===== config.mk =====
export PLATFORM = sky130hd
export DESIGN_NAME = uart_tx_feeder
export DESIGN_NICKNAME = d
export VERILOG_FILES = /design/src/rtl/uart_tx_feeder_pkg.sv /design/src/rtl/uart_sync_fifo.sv /design/src/rtl/uart_tx_feeder.sv
export SDC_FILE = /design/constraint.sdc
export NUM_CORES = 1
export LEC_CHECK = 0
export ABC_CLOCK_PERIOD_IN_PS = 2800
export CAP_MARGIN = 20
export CORE_UTILIZATION = 60
export DETAILED_ROUTE_END_ITERATION = 12
export PLACE_DENSITY = 0.79
export REMOVE_ABC_BUFFERS = 1
export SLEW_MARGIN = 20
export SYNTH_ARGS = -nofsm -noshare
export SYNTH_HDL_FRONTEND = slang
export SYNTH_SLANG_ARGS = --single-unit

===== constraint.sdc =====
create_clock -name i_wb_clk -period 2.8 [get_ports i_wb_clk]
set_input_delay 0.42 -clock i_wb_clk [delete_from_list [all_inputs] [get_ports i_wb_clk]]
set_output_delay 0.42 -clock i_wb_clk [all_outputs]
set_load 0.005 [all_outputs]

===== src/rtl/uart_tx_feeder_pkg.sv =====
// Shared types and helpers for the UART transmit feeder (state encoding, guard length, FIFO depth).
package uart_tx_feeder_pkg;

  typedef enum logic [1:0] {
    GUARD = 2'd0,
    IDLE  = 2'd1,
    BUSY  = 2'd2
  } state_t;

  localparam int unsigned DEFAULT_DEPTH = 16;

  // One full frame (start + data + stop) worth of clocks.
  function automatic int unsigned guard_len(input int unsigned clks_per_bit,
                                            input int unsigned bits);
    return clks_per_bit * (bits + 2);
  endfunction

endpackage


===== src/rtl/uart_sync_fifo.sv =====
// Synchronous FIFO with separate occupancy count and registered empty/full flags.
module uart_sync_fifo
  import uart_tx_feeder_pkg::*;
#(
  parameter int unsigned WIDTH = 8,
  parameter int unsigned DEPTH = DEFAULT_DEPTH,
  localparam int unsigned AW   = $clog2(DEPTH),
  localparam int unsigned LW   = AW + 1
) (
  input  logic             clk,
  input  logic             rst,
  input  logic             push,
  input  logic [WIDTH-1:0] push_data,
  input  logic             pop,
  output logic [WIDTH-1:0] head,
  output logic [LW-1:0]    level,
  output logic             empty,
  output logic             full
);

  logic [WIDTH-1:0] mem [DEPTH];
  logic [AW-1:0]    wr_ptr;
  logic [AW-1:0]    rd_ptr;
  logic [LW-1:0]    level_next;

  assign head = mem[rd_ptr];

  always_ff @(posedge clk) begin
    if (push) begin
      mem[wr_ptr] <= push_data;
    end
  end

  always_comb begin
    level_next = level;
    if (push && !pop) begin
      level_next = level + LW'(1);
    end else if (!push && pop) begin
      level_next = level - LW'(1);
    end
  end

  // Pointers wrap naturally at DEPTH because DEPTH is a power of two.
  always_ff @(posedge clk) begin
    if (rst) begin
      wr_ptr <= '0;
      rd_ptr <= '0;
      level  <= '0;
      empty  <= 1'b1;
      full   <= 1'b0;
    end else begin
      if (push) begin
        wr_ptr <= wr_ptr + AW'(1);
      end
      if (pop) begin
        rd_ptr <= rd_ptr + AW'(1);
      end
      level <= level_next;
      empty <= (level_next == '0);
      full  <= (level_next == LW'(DEPTH));
    end
  end

endmodule


===== src/rtl/uart_tx_feeder.sv =====
// Buffers writer bytes and launches them one frame at a time into the UART transmitter.
// Optional sticky overflow flag o_ovf is enabled by defining UART_TX_FEEDER_OVF_EN.
module uart_tx_feeder
  import uart_tx_feeder_pkg::*;
#(
  parameter int unsigned CLKS_PER_BIT = 104,
  parameter int unsigned BITS         = 8,
  parameter int unsigned DEPTH        = DEFAULT_DEPTH,
  localparam int unsigned AW          = $clog2(DEPTH)
) (
  input  logic            i_wb_clk,
  input  logic            i_wb_rst,
  input  logic [BITS-1:0] i_dat,
  input  logic            i_valid,
  output logic            o_ready,
  output logic            o_tx_active,
  output logic [BITS-1:0] o_tx_dat,
  input  logic            i_tx_done,
  output logic [AW:0]     o_level,
  output logic            o_empty,
  output logic            o_full
`ifdef UART_TX_FEEDER_OVF_EN
  ,
  output logic            o_ovf
`endif
);

  localparam int unsigned GUARD_LEN = guard_len(CLKS_PER_BIT, BITS);
  localparam int unsigned GW        = $clog2(GUARD_LEN + 1);

  state_t          state_q;
  state_t          state_d;
  logic [GW-1:0]   guard_q;
  logic [GW-1:0]   guard_d;
  logic            tx_active_d;
  logic [BITS-1:0] tx_dat_d;
  logic [BITS-1:0] head;
  logic            push;
  logic            pop;

  assign o_ready = !o_full;
  assign push    = i_valid && o_ready;

  uart_sync_fifo #(
    .WIDTH (BITS),
    .DEPTH (DEPTH)
  ) u_fifo (
    .clk       (i_wb_clk),
    .rst       (i_wb_rst),
    .push      (push),
    .push_data (i_dat),
    .pop       (pop),
    .head      (head),
    .level     (o_level),
    .empty     (o_empty),
    .full      (o_full)
  );

  // The transmitter has no reset, so GUARD waits out a possible in-flight frame.
  always_comb begin
    state_d     = state_q;
    guard_d     = guard_q;
    pop         = 1'b0;
    tx_active_d = 1'b0;
    tx_dat_d    = o_tx_dat;
    case (state_q)
      GUARD: begin
        if (i_tx_done || (guard_q <= GW'(1))) begin
          state_d = IDLE;
        end else begin
          guard_d = guard_q - GW'(1);
        end
      end
      IDLE: begin
        if (!o_empty) begin
          pop         = 1'b1;
          tx_active_d = 1'b1;
          tx_dat_d    = head;
          state_d     = BUSY;
        end
      end
      BUSY: begin
        if (i_tx_done) begin
          if (!o_empty) begin
            pop         = 1'b1;
            tx_active_d = 1'b1;
            tx_dat_d    = head;
          end else begin
            state_d = IDLE;
          end
        end
      end
      default: state_d = GUARD;
    endcase
  end

  always_ff @(posedge i_wb_clk) begin
    if (i_wb_rst) begin
      state_q     <= GUARD;
      guard_q     <= GW'(GUARD_LEN);
      o_tx_active <= 1'b0;
      o_tx_dat    <= '1;
    end else begin
      state_q     <= state_d;
      guard_q     <= guard_d;
      o_tx_active <= tx_active_d;
      o_tx_dat    <= tx_dat_d;
    end
  end

`ifdef UART_TX_FEEDER_OVF_EN
  // Sticky record of any write attempt made while the FIFO was full.
  always_ff @(posedge i_wb_clk) begin
    if (i_wb_rst) begin
      o_ovf <= 1'b0;
    end else if (i_valid && o_full) begin
      o_ovf <= 1'b1;
    end
  end
`endif

endmodule


-- Yosys cells after proc, flatten, opt, wreduce, memory -nomap -nowiden
Memory sizes are Yosys's and may differ from the RTL's. A register that Yosys moved wholly into a read port is not among the register bits.
Cells that the tools add are included.
- bitwise gates (word level): 1
- mux-type cells: 17
- reductions and logical operators: 13
- $lt $le $gt $ge: 1
- add/subtract/negate cells: 5
- eq/ne operators: 7
- operators by type and width (cell ; count):
    $mux W8 ; 2
    $pmux W8 S2 ; 1
    $le A11 B1 Y1 const B ; 1
    $sub A11 B1 Y11 const B ; 1
    $mux W5 ; 2
    $add A4 B1 Y4 const B ; 2
    $mux W2 ; 4
    $mux W4 ; 2
    $ne A2 B2 Y1 const B ; 3
    $pmux W2 S3 ; 1
    $add A5 B1 Y5 const B ; 1
    $eq A5 B5 Y1 const B ; 1
    $logic_not A5 Y1 ; 1
    $sub A5 B1 Y5 const B ; 1
    $mux W1 ; 4
    $reduce_and A2 Y1 ; 2
    $reduce_and A4 Y1 ; 1
    $logic_and A1 B1 Y1 ; 3
    $logic_not A1 Y1 ; 3
    $eq A2 B1 Y1 const B ; 1
    $eq A2 B2 Y1 const B ; 1
    $logic_not A2 Y1 ; 1
    $ne A2 B1 Y1 const B ; 1
    $pmux W1 S2 ; 1
    other kinds (3) ; 3
- RAM bits: 128
- register bits: 37
- input bits: 12
- memories: 1
- memories (name ; depth ; bits a word ; rd ports ; clocked after Yosys merged registers in ; wr ports ; line ; text):
    u_fifo.mem ; 16 ; 8 ; 1 ; 1 ; 1 ; uart_sync_fifo.sv:21 ; logic [WIDTH-1:0] mem [DEPTH];

-- Logic depth before layout (Yosys ltp)
- depth in word-level cells: 7
- gate-level depth with buffers: 9

-- Modules after synthesis
From an unflattened synthesis, not the netlist that was laid out.
- cells, all modules: 422
- area, all modules: 7088.0 sq um
- modules (own cells, without submodules) (module ; area each (sq um) ; cells an instance ; instances):
    uart_sync_fifo ; 5925.7 ; 291 ; 1
    uart_tx_feeder ; 1162.4 ; 131 ; 1

-- Worst setup path after synthesis
Ideal clock, no wire load.
- path type: flip-flop to flip-flop
- start: reg guard_q[5]
- end: reg state_q[1]
- path buffers: 0
- setup slack: 532 ps
- arrival time: 2140 ps
- data required time: 2672 ps
- stages on the path, launching flop included: 6
- cell sequence: dfxtp_1 or4_4 or4b_4 a222oi_1 mux2i_1 nor2_1
- word-level cells in the longest chain between the ends: 4
- RTL lines (what ; line ; text):
    start: declaration ; uart_tx_feeder.sv:33 ; logic [GW-1:0] guard_q;
    start signal: assignment ; uart_tx_feeder.sv:100 ; guard_q <= GW'(GUARD_LEN);
    start signal: assignment ; uart_tx_feeder.sv:105 ; guard_q <= guard_d;
    $le A11 B1 Y1 ; uart_tx_feeder.sv:68 ; if (i_tx_done || (guard_q <= GW'(1))) begin
    $logic_or A1 B1 Y1 ; uart_tx_feeder.sv:68 ;
    $ne A2 B2 Y1 (no source line) ; n/a ;
    $reduce_and A4 Y1 (no source line) ; n/a ;
    end signal: assignment ; uart_tx_feeder.sv:104 ; state_q <= state_d;
    end: declaration ; uart_tx_feeder.sv:31 ; state_t state_q;
Every way passes these cells.
A chain may end at the register's enable or synchronous reset.

-- Final worst setup path
Same ends and word-level chain as after synthesis.

==> impl_metrics.ini <==
[outcome]
status = finished, final reports clean

[worst_setup_path]
ff2ff_path_depth = 5
startpoint_type = register
endpoint = state_q[1]
startpoint = guard_q[5]
cp.required_ns = 3.10
cp_max_fo = 6
path_class = reg2reg
cp-end-kind = register
reg2reg_slack_ns = 0.35
r2r-start = guard_q[5]
rr_endpoint = state_q[1]
worst_ep_arrival_time_ns = 2.76

[power]
p_leak_nw = 2.632
swShare = 0.2371
p_clk_frac = 0.387
comb_power_share = 0.136
ir_worst_vdd_mv = 0.5094
powerDensity_nw_per_um2 = 781.6
internal_power_w = 0.004721
seq_power_share = 0.477
switching_power_w = 0.001467

[yosys]
synth_seq_cells = 169
synth_mux_area_frac = 0.1215
ys.flop_type = edfxtp_1
synthArstFlopShare = 0
yosys.area_share.adder = 0.02562
synth_simple_gate_area_frac = 0.09369
seq_area_frac_synth = 0.6822
synth.largest_area_cell = edfxtp_1
synth-xor-area-share = 0.02177
synthDominantCellAreaShare = 0.5621
ys_types = 44
synth_cells = 428
synth.avg_cell_area_sq_um = 15.98
yosys-top-cells-area = edfxtp_1 56%, dfxtp_1 12%, mux4_2 11%, ha_1 2.6%, nor2_1 2.0%
yosys_warnings = 0
netlist_area_sq_um = 6838
synth-compound-area-share = 0.03989
synth_top_family_by_area = multiplexers
synth_edf_count = 128

[placed_design]
gp_congestion = 0.8373
port_buffers = 28
place_inst = 589
hpwlAfterDp_um = 8123

[floorplan]
fp.dieW_um = 108.8
fp.dieH_um = 108.8
placementRows = 38
die_area_sq_um = 11830
ios = 29
core_sq_um = 10980
start_util = 0.6226

[clock_network]
cts_buffers = 17
cts_root_buf = clkbuf_16
cts_max_level = 4
clk_pin_slew_worst_paths_ns = 0.06
cts_tree = built
clock_path_buffers = 2
post_cts.repair.setup_buffers = 0
ctsHoldBuffers = 0
clkSinkCount = 169
insertion_delay_ns = 0.42
post_cts_resize_count = 0

[timing]
rsz0062_at_grt = no
fmax_ghz = 0.4074
slew_headroom = 0.4744
final_hold_viol_count = 0
min_period_ns = 2.455
worst_slew_pin_slew_ns = 0.7868
post-route-period-util = 0.8767
slew_viol_final = 0
tns_ns = 0
clock_skew_ns = 0.006460
setup_viol_count_final = 0

[hold_path]
worstHoldPathType = reg2reg

[final_layout]
num-fill-cells = 679
antenna_cells = 0
area_delta_synth_final_pct = 15.79
drive_above_1_share = 0.1792
nets = 494
final_cells = 620

[routing]
firstDrtPassIters = 5
wl_met3_um = 651
vias_per_cell = 5.990
top_layer_used = met4
routed_wl_um = 12970
drt-met1-wl_um = 5493
wl_per_cell_um = 20.91
drt_iter0_markers = 313
wl_met2_um = 6566
vias = 3714
drtAntennaViolNets = 0
drc_errors = 0

[global_route]
grt_max_degree = 33
grt-ovfl-total = 0
first_global_vias = 3765
grt_antenna_before_repair = 0
grt_usage = 0.2419
grt_first_pass_wirelength_um = 20160

[run]
drv_cap = 0
-- flip-flops by register name, summed over array words and instances (netlist names), named ones only --
signal / count
o_tx_active: 1
u_fifo.rd_ptr: 4
u_fifo.level: 5
u_fifo.wr_ptr: 4
state_q: 2
o_tx_dat: 8
u_fifo.full: 1
u_fifo.empty: 1
u_fifo.mem: 128
guard_q: 11
-- critical path, cell delays in order (launching register included) --
cell      delay (ns)
dfxtp_1         0.34
or4_4           0.57
or4b_4          0.57
a222oi_1        0.57
mux2i_1         0.24
nor2_1          0.05
-- cell families after synthesis --
logic type | Yosys count
xor+xnor | 17
mux | 42
buf+inv | 28
fa+ha+maj | 14
compound gates | 39
simple gates | 119
flops | 169
-- cell usage in the layout, fill, tap and decap left out, types with 4 or more instances in the layout --
master,count
edfxtp_1,128
nand2_1,12
xor2_1,7
a211oi_1,11
clkbuf_16,17
buf_4,11
nor3_1,9
and2_1,16
clkdlybuf4s50_1,28
nand2b_1,5
o22ai_1,11
mux4_2,32
mux2_2,8
nor2_1,36
a21oi_1,4
nand3_1,7
ha_1,14
nand4_1,4
nor2b_1,12
dfxtp_1,40
inv_1,10
bufinv_16,4
xnor2_1,10
-- final cells by class --
type | instances | area, sq um | share of cell area
Sequential cell | 169 | 4666 | 0.5893
Multi-Input combinational cell | 231 | 2068 | 0.2612
Clock buffer | 18 | 429.2 | 0.05420
Timing Repair Buffer | 39 | 362.8 | 0.04583
Clock inverter | 13 | 178.9 | 0.02260
Tap cell | 140 | 175.2 | 0.02212
Inverter | 10 | 37.54 | 0.004741
-- worst min-delay path by stage --
| stage | startpoint | slack, ns | to | cells past startpoint |
|---|---|---|---|---|
| floorplan | u_fifo.wr_ptr[1] | 0.48 | u_fifo.wr_ptr[1] | 2 |
| global placement | o_tx_dat[0] | 0.49 | o_tx_dat[0] | 2 |
| detailed placement | o_tx_dat[4] | 0.51 | o_tx_dat[4] | 2 |
| CTS | o_tx_dat[4] | 0.52 | o_tx_dat[4] | 2 |
| global route | o_tx_dat[5] | 0.55 | o_tx_dat[5] | 2 |
| finish | o_tx_dat[4] | 0.52 | o_tx_dat[4] | 2 |
-- cells in the mapped netlist (5+ instances only) --
cell	instances
xnor2_1	10
mux4_2	32
inv_1	10
mux2_2	8
clkbuf_1	12
dfxtp_1	41
ha_1	14
and2_1	16
nor2b_1	12
xor2_1	7
edfxtp_1	128
nand2b_1	5
nor3_1	9
nand2_1	12
o22ai_1	11
a211oi_1	11
nor2_1	36
buf_1	6
nand3_1	7
-- power by group through the flow --
stage,sequential [W],combinational [W],clock (W)
2_1_floorplan,0.00299,0.000542,0
3_3_place_gp,0.00299,0.000804,0
3_5_place_dp,0.00300,0.000836,0
4_1_cts,0.00295,0.000844,0.00241
5_1_grt,0.00297,0.000934,0.00251
6_report,0.00295,0.000843,0.00239
-- per-layer routing --
metal | track usage | vias up
li1 | - | 1727
met1 | 0.3117 | 1837
met2 | 0.3938 | 122
met3 | 0.05021 | 28
met4 | 0.1187 | 0
met5 | 0 | -
-- metrics by stage --
stage          worst slack [ns]  area (sq um)  utilization  hold slack [ns]  total power [W]
4_1_cts                  0.3642          7918       0.7209           0.5208         0.006205
2_1_floorplan            0.1887          6770            -           0.4757         0.003534
6_report                 0.3452          7918       0.7209           0.5182         0.006188
3_3_place_gp             0.3820          7310       0.6655           0.4919         0.003797
5_1_grt                  0.2248          7918       0.7209           0.5533         0.006417
3_5_place_dp             0.3256          7310       0.6655           0.5068         0.003838
No activity file was read; power rests on OpenSTA's default activity.
